==> src/rtl/rhd2000_spi_master.sv <==
// SPI master for one Intan RHD2000: shifts out 16-bit commands, shifts in the 16-bit reply,
// and tags each reply with the command sent two frames earlier, which is the command it answers.
module rhd2000_spi_master #(
    parameter int unsigned CLK_DIV = 4,
    parameter int unsigned CS_HIGH = 8
) (
    input  logic        clk,
    input  logic        nReset,
    input  logic        cmdValid,
    output logic        cmdReady,
    input  logic [15:0] cmd,
    output logic        rspValid,
    output logic [15:0] rsp,
    output logic [15:0] rspCmd,
    output logic        rspCmdValid,
    output logic        busy,
    output logic        nCs,
    output logic        sClk,
    output logic        mosi,
    input  logic        miso
);
    typedef enum logic [2:0] {S_IDLE, S_LEAD, S_HIGH, S_LOW, S_GAP} state_e;

    localparam logic [7:0] DIV_LAST = 8'(CLK_DIV - 1);
    localparam logic [7:0] GAP_LAST = 8'(CS_HIGH - 2);

    state_e      state_q, state_d;
    logic [7:0]  phase_q, phase_d;
    logic [3:0]  bit_idx_q, bit_idx_d;
    logic [15:0] tx_q, tx_d;
    logic [15:0] rx_q, rx_d;
    logic [15:0] cur_cmd_q, cur_cmd_d;
    logic [15:0] hist0_q, hist0_d;
    logic [15:0] hist1_q, hist1_d;
    logic [1:0]  frames_q, frames_d;
    logic [15:0] rsp_q, rsp_d;
    logic [15:0] rsp_cmd_q, rsp_cmd_d;
    logic        rsp_cmd_valid_q, rsp_cmd_valid_d;
    logic        rsp_valid_q, rsp_valid_d;
    logic        ready_q, ready_d;
    logic        busy_q, busy_d;
    logic        ncs_q, ncs_d;
    logic        sclk_q, sclk_d;
    logic        mosi_q, mosi_d;
    logic        div_end;

    assign div_end = (phase_q == DIV_LAST);

    always_comb begin
        state_d         = state_q;
        phase_d         = phase_q;
        bit_idx_d       = bit_idx_q;
        tx_d            = tx_q;
        rx_d            = rx_q;
        cur_cmd_d       = cur_cmd_q;
        hist0_d         = hist0_q;
        hist1_d         = hist1_q;
        frames_d        = frames_q;
        rsp_d           = rsp_q;
        rsp_cmd_d       = rsp_cmd_q;
        rsp_cmd_valid_d = rsp_cmd_valid_q;
        rsp_valid_d     = 1'b0;
        mosi_d          = mosi_q;

        case (state_q)
            S_IDLE: begin
                if (cmdValid && ready_q) begin
                    tx_d      = cmd;
                    cur_cmd_d = cmd;
                    bit_idx_d = 4'd15;
                    phase_d   = 8'd0;
                    mosi_d    = cmd[15];
                    state_d   = S_LEAD;
                end
            end
            S_LEAD: begin
                if (div_end) begin
                    phase_d = 8'd0;
                    rx_d    = {rx_q[14:0], miso};
                    state_d = S_HIGH;
                end else begin
                    phase_d = phase_q + 8'd1;
                end
            end
            S_HIGH: begin
                // Zero-fill the shift so mosi idles low once bit 0 has gone out.
                if (div_end) begin
                    phase_d = 8'd0;
                    tx_d    = {tx_q[14:0], 1'b0};
                    mosi_d  = tx_q[14];
                    state_d = S_LOW;
                end else begin
                    phase_d = phase_q + 8'd1;
                end
            end
            S_LOW: begin
                if (div_end) begin
                    phase_d = 8'd0;
                    if (bit_idx_q != 4'd0) begin
                        bit_idx_d = bit_idx_q - 4'd1;
                        rx_d      = {rx_q[14:0], miso};
                        state_d   = S_HIGH;
                    end else begin
                        state_d         = S_GAP;
                        rsp_valid_d     = 1'b1;
                        rsp_d           = rx_q;
                        rsp_cmd_d       = hist1_q;
                        hist1_d         = hist0_q;
                        hist0_d         = cur_cmd_q;
                        rsp_cmd_valid_d = (frames_q >= 2'd2);
                        if (frames_q != 2'd2) begin
                            frames_d = frames_q + 2'd1;
                        end
                    end
                end else begin
                    phase_d = phase_q + 8'd1;
                end
            end
            S_GAP: begin
                if (phase_q == GAP_LAST) begin
                    state_d = S_IDLE;
                end else begin
                    phase_d = phase_q + 8'd1;
                end
            end
            default: state_d = S_IDLE;
        endcase

        // SPI lines and handshake are registered images of the next state.
        ncs_d   = !(state_d == S_LEAD || state_d == S_HIGH || state_d == S_LOW);
        sclk_d  = (state_d == S_HIGH);
        ready_d = (state_d == S_IDLE);
        busy_d  = (state_d != S_IDLE);
    end

    always_ff @(posedge clk) begin
        if (!nReset) begin
            state_q         <= S_IDLE;
            hist0_q         <= 16'd0;
            hist1_q         <= 16'd0;
            frames_q        <= 2'd0;
            rsp_q           <= 16'd0;
            rsp_cmd_q       <= 16'd0;
            rsp_cmd_valid_q <= 1'b0;
            rsp_valid_q     <= 1'b0;
            ready_q         <= 1'b0;
            busy_q          <= 1'b0;
            ncs_q           <= 1'b1;
            sclk_q          <= 1'b0;
            mosi_q          <= 1'b0;
        end else begin
            state_q         <= state_d;
            hist0_q         <= hist0_d;
            hist1_q         <= hist1_d;
            frames_q        <= frames_d;
            rsp_q           <= rsp_d;
            rsp_cmd_q       <= rsp_cmd_d;
            rsp_cmd_valid_q <= rsp_cmd_valid_d;
            rsp_valid_q     <= rsp_valid_d;
            ready_q         <= ready_d;
            busy_q          <= busy_d;
            ncs_q           <= ncs_d;
            sclk_q          <= sclk_d;
            mosi_q          <= mosi_d;
        end
        phase_q   <= phase_d;
        bit_idx_q <= bit_idx_d;
        tx_q      <= tx_d;
        rx_q      <= rx_d;
        cur_cmd_q <= cur_cmd_d;
    end

    assign cmdReady    = ready_q;
    assign busy        = busy_q;
    assign nCs         = ncs_q;
    assign sClk        = sclk_q;
    assign mosi        = mosi_q;
    assign rspValid    = rsp_valid_q;
    assign rsp         = rsp_q;
    assign rspCmd      = rsp_cmd_q;
    assign rspCmdValid = rsp_cmd_valid_q;
endmodule

==> config.mk <==
export PLATFORM = sky130hd
export DESIGN_NAME = rhd2000_spi_master
export DESIGN_NICKNAME = d
export VERILOG_FILES = /design/src/rtl/rhd2000_spi_master.sv
export SDC_FILE = /design/constraint.sdc
export NUM_CORES = 1
export LEC_CHECK = 0
export ABC_AREA = 0
export CORE_MARGIN = 2
export CORE_UTILIZATION = 62
export CTS_CLUSTER_DIAMETER = 60
export DETAILED_ROUTE_END_ITERATION = 7
export DONT_BUFFER_PORTS = 1
export PLACE_DENSITY = 0.78
export SYNTH_ARGS = -nofsm -noshare
export SYNTH_HDL_FRONTEND = slang
export SYNTH_SLANG_ARGS = --single-unit
==> constraint.sdc <==
create_clock -name clk -period 4.16 [get_ports clk]
set_input_delay 0.832 -clock clk [delete_from_list [all_inputs] [get_ports clk]]
set_output_delay 0.832 -clock clk [all_outputs]
set_load 0.05 [all_outputs]
==> impl_results.rst, run 1 <==
.. list-table::
   :header-rows: 1

   * - Metric
     - Value
   * - Proportion of power drawn by combinational gates
     - between 2 and 2.5%
   * - Number of diodes added for antenna fixing
     - 0
   * - Weighted congestion at the end of routability-driven global placement
     - 0.8506
   * - Final core occ
     - a little under three quarters
   * - Clk Latency, worst-skew pair
     - ~0.52 ns
   * - Yosys warnings
     - 0
   * - Nets
     - between 400 and 500
   * - Run status
     - finished, final reports clean
   * - Largest area contributor in the synthesized netlist
     - sky130_fd_sc_hd__edfxtp_1
   * - Wire length of the first global-routing pass
     - ~14 mm
   * - Arrival time of the worst setup path
     - 3.09 ns
   * - Max-capacitance violation count
     - 0
   * - Unique masters post-synth
     - 35
   * - PortBufs
     - 0
   * - Clock group share of total power
     - just under 50%
   * - Net Sw Power
     - between 600 and 700 uW
   * - Final hold viol count
     - 0
   * - Sequential share of power
     - 49.6%
   * - Number of global-route vias before repair
     - about 3100
   * - Die outline area
     - around 8700 um2
   * - Worst Path Max Fanout
     - 66
   * - Cell at the root of the clock tree
     - sky130_fd_sc_hd__clkbuf_8
   * - Register area share after synthesis
     - about two thirds
   * - Global-route total usage across every layer
     - 21.72%
   * - DRT antenna net count
     - 0
   * - Most frequently used flop master after synthesis
     - sky130_fd_sc_hd__dfxtp_1
   * - Iteration-0 DRC Markers
     - 191
   * - Routed vias/inst
     - 5.478
   * - Share of Yosys cell area claimed by the top area cell type
     - between 30% and 40%
   * - TritonCTS clock tree
     - done
   * - Worst setup SP type
     - flip-flop
   * - Fraction of power spent switching nets
     - around a fifth
   * - Number of synthesized flops with an enable pin
     - 59
   * - Power density of the placed cells
     - between 500 and 600 nW/um2
   * - Hold Path Class
     - primary input to flip-flop
   * - Setup repair after global routing missed its margin
     - no
   * - Total internal power
     - roughly 2300 uW
   * - Count of non-filler cells in the finished layout
     - approximately 570
   * - Top post-synthesis cells by area
     - sky130_fd_sc_hd__edfxtp_1, sky130_fd_sc_hd__dfxtp_1, sky130_fd_sc_hd__nand2_1
   * - Ratio of final minimum period to clock period
     - 64.13%
   * - DR vias
     - approximately 3100
   * - Most instantiated library cell after synthesis
     - sky130_fd_sc_hd__nand2_1
   * - Highest achievable clock rate
     - approximately 370 MHz
   * - Flip-flop and latch count after synthesis
     - 135
   * - Worst Tran Pin Value
     - 1.213 ns
   * - Number of DRC violations after detailed routing
     - 0
   * - Row count
     - 32
   * - Final-layout setup total negative slack
     - 0 ns
   * - Leading post-synthesis cells by instance count
     - sky130_fd_sc_hd__nand2_1, sky130_fd_sc_hd__dfxtp_1, sky130_fd_sc_hd__a21oi_1
   * - Cell Area, Synth
     - 4967 um2
   * - Total global routing overflow
     - 0
   * - Relative slew slack
     - around a fifth
   * - Total of fill cells in the finished design
     - 555
   * - Crit Path Class
     - flip-flop to flip-flop
   * - Ratio of cells with drive above 1 in the final layout
     - between 10% and 20%
   * - Syn Nets
     - ~480
   * - Maximum buffer depth of the clock tree
     - 2
   * - Share of flip-flops with an asynchronous set or reset after synthesis
     - 0%
   * - Number of placed instances with taps included
     - between 500 and 600
   * - Worst Skew
     - approximately 0.0080 ns
   * - Area growth from synthesis to layout
     - 11.79%
   * - H-tree depth
     - 4
   * - Number of placed I/O pins
     - between 50 and 60
   * - Pin count of the biggest net entering global routing
     - 75
   * - Leakage
     - ~0.0019 uW
   * - Capturing element type of the critical path
     - flip-flop
   * - Post_cts resized
     - 0
   * - Number of antenna violations at the first check in global routing
     - 0
   * - Final Setup Violations
     - 0
   * - Post-synthesis cell count
     - 457
   * - Number of clock sinks
     - 135
   * - Time the worst path needs with I/O delays and setup
     - between 2 and 3 ns
   * - Required time of the critical path
     - roughly 4.6 ns
   * - Post-CTS setup buffer count
     - 0
   * - CTS clock-pin slew for the worst setup and hold paths
     - 0.06 ns
   * - Die width
     - 93.51 um
   * - Area of the core
     - between 7000 and 8000 um2
   * - Iteration count of the initial detailed-routing pass
     - 4
   * - Peak supply drop
     - around 0.29 mV
   * - Post-cts hold buffer count
     - 0
   * - Average footprint of a synthesized cell
     - between 10 and 15 um2
   * - Pins over their slew limit
     - 0
   * - Routed WL per cell
     - ~16 um
   * - Clock buffers created by TritonCTS
     - 17
   * - Placed wire-length estimate
     - approximately 5.5 mm
   * - Overall die height
     - 93.51 um
   * - Total Routed Length
     - just under 9 mm
   * - Initial standard-cell utilization of the core
     - 64.28%
layout by cell type, fill, tap and decap left out, drive strengths merged, types with 3 or more instances in the layout:
cell    synthesis  routed
nand2         137     137
dfxtp          76      76
a21oi          70      70
edfxtp         59      59
clkbuf         12      22
nor2           18      18
mux2           15      15
inv             6      11
nor3            6       6
xnor2           6       6
nor2b           4       4
ha              4       4
clkinv          0       4
and2            3       3
o21ai           3       3
buf            13       3
nor3b           3       3
critical path, stage by stage (launching register included):
cell and delay (ns):
sky130_fd_sc_hd__edfxtp_1 0.42, sky130_fd_sc_hd__inv_1 0.08, sky130_fd_sc_hd__ha_1 0.17, sky130_fd_sc_hd__nor3b_1 0.47
sky130_fd_sc_hd__and4_2 1.07, sky130_fd_sc_hd__nand2_1 0.15, sky130_fd_sc_hd__a21oi_1 0.19
state kept, by name, indices dropped and copies added (netlist names), 4 cells and up:
| name | flops |
|---|---|
| phase_q | 8 |
| hist1_q | 16 |
| rx_q | 16 |
| cur_cmd_q | 16 |
| hist0_q | 16 |
| tx_q | 15 |
| bit_idx_q | 4 |
| rsp | 16 |
| rspCmd | 16 |
through the flow:
step / hold WS (ns) / worst slack (ns) / power [uW] / area, um2
after floorplan: 0.4262 / 0.5771 / 1518 / 4967
after global placement: 0.4323 / 1.679 / 1531 / 4981
after CTS: 0.3899 / 1.444 / 2935 / 5553
final: 0.4090 / 1.492 / 2913 / 5553
after detailed placement: 0.4385 / 1.546 / 1535 / 4981
after global routing: 0.3878 / 1.206 / 3003 / 5553
power groups by stage:
stage | combinational [uW] | clock, uW | sequential, uW
after floorplan | 50.8 | 0 | 1470
after CTS | 63.9 | 1430 | 1440
final | 63.3 | 1410 | 1440
after global placement | 60.6 | 0 | 1470
after global routing | 71.1 | 1490 | 1450
after detailed placement | 62.8 | 0 | 1470
metal layers:
| layer | up-vias | wire (um) | global-route usage, % | part of all wire, % |
|---|---|---|---|---|
| met1 | 1474 | 3760 | 26.16 | 42 |
| li1 | 1561 | - | - | - |
| met5 | - | 0 | 0 | 0 |
| met3 | 10 | 549 | 7.977 | 6.2 |
| met4 | 0 | 107 | 8.578 | 1.2 |
| met2 | 72 | 4441 | 35.49 | 50 |
final cells by class:
cell class,count,area (um2),area share [%]
Multi-Input combinational cell,291,1515,27.29
Inverter,6,22.52,0.4056
Tap cell,102,127.6,2.298
Timing Repair Buffer,3,22.52,0.4056
Clock inverter,10,87.58,1.577
Sequential cell,135,3293,59.31
Clock buffer,22,484.2,8.720
final timing paths:
kind / startpoint / endpoint / slack (ns) / depth (start not counted)
hold reg to reg: hist0_q[2] / hist1_q[2] / 0.45 / 2
setup reg to reg: bit_idx_q[0] / rspCmd[15] / 1.49 / 6
setup / recovery: bit_idx_q[0] / rspCmd[15] / 1.49 / 6
hold / removal: cmd[5] / cur_cmd_q[5] / 0.41 / 0
cells by family after synthesis:
| family | share of synthesized area, % |
|---|---|
| xor gates and xnor gates | 1.411 |
| DFF | 66.30 |
| and+or+nand+nor | 15.77 |
| buffers and inverters | 3.350 |
| muxes | 3.804 |
| AOI/OAI and AO/OA | 8.363 |
| adders and majority gates | 1.008 |
(Power assumes the default switching activity.)
==> inputs of run 2 (changes only) <==
==> constraint.sdc (replaced) <==
create_clock -name clk -period 2.51 [get_ports clk]
set_input_delay 0.502 -clock clk [delete_from_list [all_inputs] [get_ports clk]]
set_output_delay 0.502 -clock clk [all_outputs]
set_load 0.05 [all_outputs]
==> run 2 against run 1 <==
  * Critical path depth did not move
  * Total power rose by 77%
  * Cell count rose by 1.1%
  * Non-clock buffer count rose by 6
  * Setup slack got worse by 1.2 ns
  * Clock power rose by 89%
  * Critical endpoint is now rspCmd[10]
==> impl_results.rst, run 2 (synthesis gave the netlist of run 1 again) <==
.. list-table::
   :header-rows: 1

   * - Metric
     - Value
   * - Run status
     - finished, final reports clean
   * - Overall power consumption
     - 5166 uW
   * - Number of placed I/O pins
     - 59
   * - Final-layout setup total negative slack
     - 0 ns
   * - DR vias
     - ~3200
   * - Initial standard-cell utilization of the core
     - between 60 and 70%
   * - Wire length of the first global-routing pass
     - between 10 and 15 mm
   * - Reg-to-reg endpoint
     - rspCmd[10]
   * - Leakage
     - around 0.0019 uW
   * - Number of diodes added for antenna fixing
     - 0
   * - Relative slew slack
     - 58.31%
   * - Met3 usage in global routing
     - slightly above 8%
   * - Clk Latency, worst-skew pair
     - 0.51 ns
   * - Startpoint of the lowest-slack register-to-register path
     - phase_q[0]
   * - Most common cell after layout, fill and taps aside
     - sky130_fd_sc_hd__nand2_1
   * - TritonCTS clock tree
     - done
   * - Post_cts resized
     - 0
   * - PortBufs
     - 0
   * - Worst Tran Pin Value
     - 0.6254 ns
   * - Maximum buffer depth of the clock tree
     - 2
   * - Peak supply drop
     - 0.7482 mV
   * - Arrival time of the worst setup path
     - approximately 2.6 ns
   * - Pin count of the biggest net entering global routing
     - 67
   * - Routed WL per cell
     - approximately 16 um
   * - Total Routed Length
     - 8.926 mm
   * - Area of the core
     - around 7700 um2
   * - Highest achievable clock rate
     - approximately 450 MHz
   * - Ratio of cells with drive above 1 in the final layout
     - 12.68%
   * - Crit Path Class
     - flip-flop to flip-flop
   * - Worst Skew
     - 0.01097 ns
   * - Max-capacitance violation count
     - 0
   * - Worst Path Max Fanout
     - 56
   * - Final hold viol count
     - 0
   * - Placed wire-length estimate
     - about 5.2 mm
   * - Area growth from synthesis to layout
     - 15.52%
   * - Hold Startpoint
     - cmd[4]
   * - Iteration-0 DRC Markers
     - just under 200
   * - Number of antenna violations at the first check in global routing
     - 0
   * - Weighted congestion at the end of routability-driven global placement
     - a little under 0.8
   * - Total global routing overflow
     - 0
   * - Pins over their slew limit
     - 0
   * - Die width
     - approximately 94 um
   * - Die outline area
     - 8744 um2
   * - Nets
     - 484
   * - Time the worst path needs with I/O delays and setup
     - 2.203 ns
   * - Final core occ
     - 74.26%
   * - H-tree depth
     - 4
   * - Top library cells by usage in the layout, fill and taps aside
     - sky130_fd_sc_hd__nand2_1, sky130_fd_sc_hd__dfxtp_1, sky130_fd_sc_hd__a21oi_1, sky130_fd_sc_hd__edfxtp_1, sky130_fd_sc_hd__clkbuf_16
   * - CTS clock-pin slew for the worst setup and hold paths
     - around 0.06 ns
   * - Worst hold slack across all endpoints
     - 0.08027 ns
   * - Cell at the root of the clock tree
     - sky130_fd_sc_hd__clkbuf_8
   * - Post-CTS setup buffer count
     - 0
   * - Met2 Usage GRT
     - approximately a third
   * - Met1 Usage GRT
     - around 29%
   * - Global-route total usage across every layer
     - approximately 22%
   * - FF-to-FF path depth
     - 6
   * - Setup repair after global routing missed its margin
     - no
   * - Number of clock sinks
     - roughly 140
   * - Busiest metal layer after global routing
     - met2
   * - Routed vias/inst
     - 5.563
   * - Clock buffers created by TritonCTS
     - 17
   * - Number of DRC violations after detailed routing
     - 0
   * - Post-cts hold buffer count
     - 0
   * - Row count
     - 32
   * - Capturing element type of the critical path
     - flip-flop
   * - Hold Path Class
     - primary input to flip-flop
   * - Register-to-register setup slack
     - slightly above 0.3 ns
   * - Overall die height
     - 93.51 um
   * - Final Setup Violations
     - 0
   * - Endpoint with the worst hold slack
     - cur_cmd_q[4]
   * - DRT antenna net count
     - 0
   * - Ratio of final minimum period to clock period
     - between 80% and 90%
   * - Cell depth of the worst hold path
     - 0
   * - Required time of the critical path
     - 2.90 ns
   * - Worst setup SP type
     - flip-flop
   * - Iteration count of the initial detailed-routing pass
     - 5
   * - Power density of the placed cells
     - about 900 nW/um2
   * - Number of global-route vias before repair
     - 3158
run 2: changes by cell type in the layout (fill, tap and decap cells not counted), sizes merged:
cell / previous run / this run
inv: 11 / 8
clkinv: 4 / 2
buf: 3 / 9
clkbuf: 22 / 27
run 2: layout make-up:
type	instances	area [um2]
clock buffers	27	610.6
clock inverters	5	58.81
repair buffers	9	92.59
flip-flops and latches	135	3293
multi-input cells	291	1533
fillers	505	1989
well taps	102	127.6
inverters	6	22.52
run 2: metrics by stage:
stage	instance area [um2]	worst slack (ns)	std cells
6_report	5738	0.3068	575
5_1_grt	5738	0.1225	575
4_1_cts	5738	0.3198	575
3_5_place_dp	5069	0.4356	543
3_3_place_gp	5069	0.5103	543
2_1_floorplan	4982	0.2115	457
run 2: critical path, cell delays in order, from the launching register on:
cell and delay [ns]:
sky130_fd_sc_hd__edfxtp_1 0.40, sky130_fd_sc_hd__ha_1 0.22, sky130_fd_sc_hd__nor3b_2 0.48, sky130_fd_sc_hd__nand4_4 0.32, sky130_fd_sc_hd__buf_4 0.39, sky130_fd_sc_hd__nand2_1 0.16
sky130_fd_sc_hd__a21oi_1 0.08
run 2: power breakdown:
group	switching [uW]	internal, uW
Sequential	43.9	2340
Clock	892	1760
Combinational	79.9	43.1
Total	1020	4150
run 2: metal layers:
metal / vias up / wire (um)
met2: 116 / 4399
met4: 0 / 45
met1: 1516 / 3813
met3: 6 / 669
met5: - / 0
li1: 1561 / -
run 2: worst max path at each step:
stage	start	end	slack (ns)	cells after the start
detailed placement	phase_q[0]	rsp[12]	0.44	6
floorplan	cmdReady	tx_q[0]	0.21	3
global placement	phase_q[0]	hist0_q[7]	0.51	6
CTS	phase_q[0]	rspCmd[10]	0.32	6
finish	phase_q[0]	rspCmd[10]	0.31	6
global route	phase_q[0]	rspCmd[10]	0.12	6
==> RTL change, RTL diff (settings of run 2) <==
The parameter `CS_HIGH` goes from 8 to 6.
--- a/src/rtl/rhd2000_spi_master.sv
+++ b/src/rtl/rhd2000_spi_master.sv
@@ -4,3 +4,3 @@
     parameter int unsigned CLK_DIV = 4,
-    parameter int unsigned CS_HIGH = 8
+    parameter int unsigned CS_HIGH = 6
 ) (
Behaviour: same outputs for any inputs over 10 cycles, from zero or initial values and one cycle with nReset low; that may be too few to reach the edited logic, so the function may still have changed.
==> RTL change against run 2 <==
- via count increased by 1.5%
- routed wire length up 2.3%
- synthesized area up 0.91%
- core utilization is 1.3 points lower
- worst setup slack better by 0.022 ns
- sequential cell count stayed put
- final area is 1.3% lower
- power decreased by 4.0%
- critical endpoint is now tx_q[9]
==> RTL change: results (changes against run 2) <==
| Metric | Value |
|---|---|
| Met2 Track Usage GR | `33.57% (was 34.05%)` |
| Placed Instances | `545 (was 543)` |
| Num CTS Buffers | `17 (unchanged)` |
| Clock transition at path regs | `0.06 ns (about the same)` |
| GR Layer Usage met1 | `28.83% (was 28.58%)` |
| Async SR Flop Fraction | `0% (unchanged)` |
| CTS max path bufs | `2 (unchanged)` |
| CP max stage cell | `nand2_1 (was nor3b_2)` |
| Port bufs | `0 (unchanged)` |
| First-pass GRT wire length | `15.06 mm (was 14.90 mm)` |
| Critical Path Max Stage Delay | `0.52 ns (was 0.48 ns)` |
| Relative slew slack | `58.57% (was 58.31%)` |
| Iteration-0 DRC Markers | `194 (unchanged)` |
| H-tree depth | `4 (unchanged)` |
| Primary FF master, synth | `dfxtp_1 (unchanged)` |
| Share of cells above drive strength 1 | `12.42% (was 12.68%)` |
| Postcts setup bufs | `0 (unchanged)` |
| Crit path arrival time | `2.33 ns (was 2.59 ns)` |
| WL final | `9.135 mm (was 8.926 mm)` |
| Total leakage power | `1.904 nW (was 1.939 nW)` |
| Vias | `3246 (was 3199)` |
| Met3 Track Usage GR | `8.507% (was 8.219%)` |
| DRT Pass-1 Iters | `5 (unchanged)` |
| Clk root buf | `clkbuf_8 (unchanged)` |
| Number of flops mapped to enable cells by yosys | `59 (unchanged)` |
| Final HPWL DP | `5.290 mm (was 5.239 mm)` |
| Worst min-delay path class | `in -> reg (unchanged)` |
| Layout fillers | `526 (was 505)` |
| Total GRT Usage | `22.11% (was 22.48%)` |
| Initial antenna violation count | `0 (unchanged)` |
| Syn_area_per_cell | `10.83 sq um (was 10.87 sq um)` |
| Largest cells by area after synthesis | `edfxtp_1 (35%), dfxtp_1 (30%), nand2_1 (10%) (was edfxtp_1 (36%), dfxtp_1 (31%), nand2_1 (10%))` |
| Antenna Cells | `0 (unchanged)` |
| PostCTS Resize Cnt | `0 (unchanged)` |
| Synth unique cells | `39 (was 35)` |
| Gpl congestion | `0.8044 (was 0.7923)` |
| Syn nets | `487 (was 481)` |
| Synth warn | `0 (unchanged)` |
| Area after DPL | `5061 sq um (was 5069 sq um)` |
| Sequential element share of the synthesized area | `65.70% (was 66.30%)` |
| Clock skew | `0.007104 ns (was 0.01097 ns)` |
| Top cells by count, synth | `nand2_1 (136), dfxtp_1 (76), a21oi_1 (72) (was nand2_1 (137), dfxtp_1 (76), a21oi_1 (70))` |
| Vias/cell | `5.626 (was 5.563)` |
| Largest fanout on the critical path | `15 (was 56)` |
| Worst VDD drop | `502.1 uV (was 748.2 uV)` |
| Status | `complete, no violations (unchanged)` |
| Pin count of the biggest net entering global routing | `66 (was 67)` |
| Clk_lat worst skew | `0.51 ns (about the same)` |
| Vias in the first global route | `3187 (was 3158)` |
-- RTL change: cell type report --
type / count / area (sq um) / share of cell area, %
inverter: 9 / 33.78 / 0.5963
clock buffer: 22 / 484.2 / 8.547
clock inverter: 10 / 115.1 / 2.032
tap: 102 / 127.6 / 2.253
sequential: 135 / 3293 / 58.13
timing repair buffer: 7 / 77.57 / 1.369
multi-input combinational: 292 / 1534 / 27.08
-- RTL change: where the power goes --
part / switching (mW) / internal, mW
sequential: 0.0435 / 2.34
clock: 0.901 / 1.55
combinational: 0.0768 / 0.0418
-- RTL change: cell families after synthesis --
family	after synthesis	synth area share (%)
adders and majority gates	4	0.9985
and+or+nand+nor	185	16.35
xor gates and xnor gates	8	1.398
buffers and inverters	36	3.819
DFF	135	65.70
muxes	16	3.545
AOI/OAI and AO/OA	79	8.188
-- RTL change: path summary, 6_finish.rpt --
kind,endpoint,start,cells past startpoint,slack [ns]
setup reg to reg,tx_q[9],phase_q[0],4,0.33
hold / removal,cur_cmd_q[1],cmd[1],0,0.08
setup / recovery,tx_q[9],phase_q[0],4,0.33
hold reg to reg,rx_q[6],rx_q[5],0,0.45
-- RTL change: per-stage QoR --
step / setup slack [ns] / power [mW] / util [%]
2_1_floorplan: 0.2577 / 2.518 / -
3_5_place_dp: 0.2731 / 2.550 / 65.16
4_1_cts: 0.2234 / 4.980 / 72.87
6_report: 0.3284 / 4.958 / 72.94
5_1_grt: 0.1470 / 5.095 / 72.94
3_3_place_gp: 0.3965 / 2.546 / 65.16
-- RTL change: layer usage --
| metal | vias up | routed length (um) | part of all wire, % |
|---|---|---|---|
| li1 | 1575 | - | - |
| met1 | 1560 | 4075 | 45 |
| met2 | 104 | 4253 | 47 |
| met3 | 7 | 729 | 8.0 |
| met4 | 0 | 76 | 0.83 |
| met5 | - | 0 | 0 |
-- RTL change: critical path, delay by kind of cell (launching register included) --
kind          cells  cell delay [ns]
flops             1             0.43
simple gates      3             1.12
fa+ha+maj         1             0.26
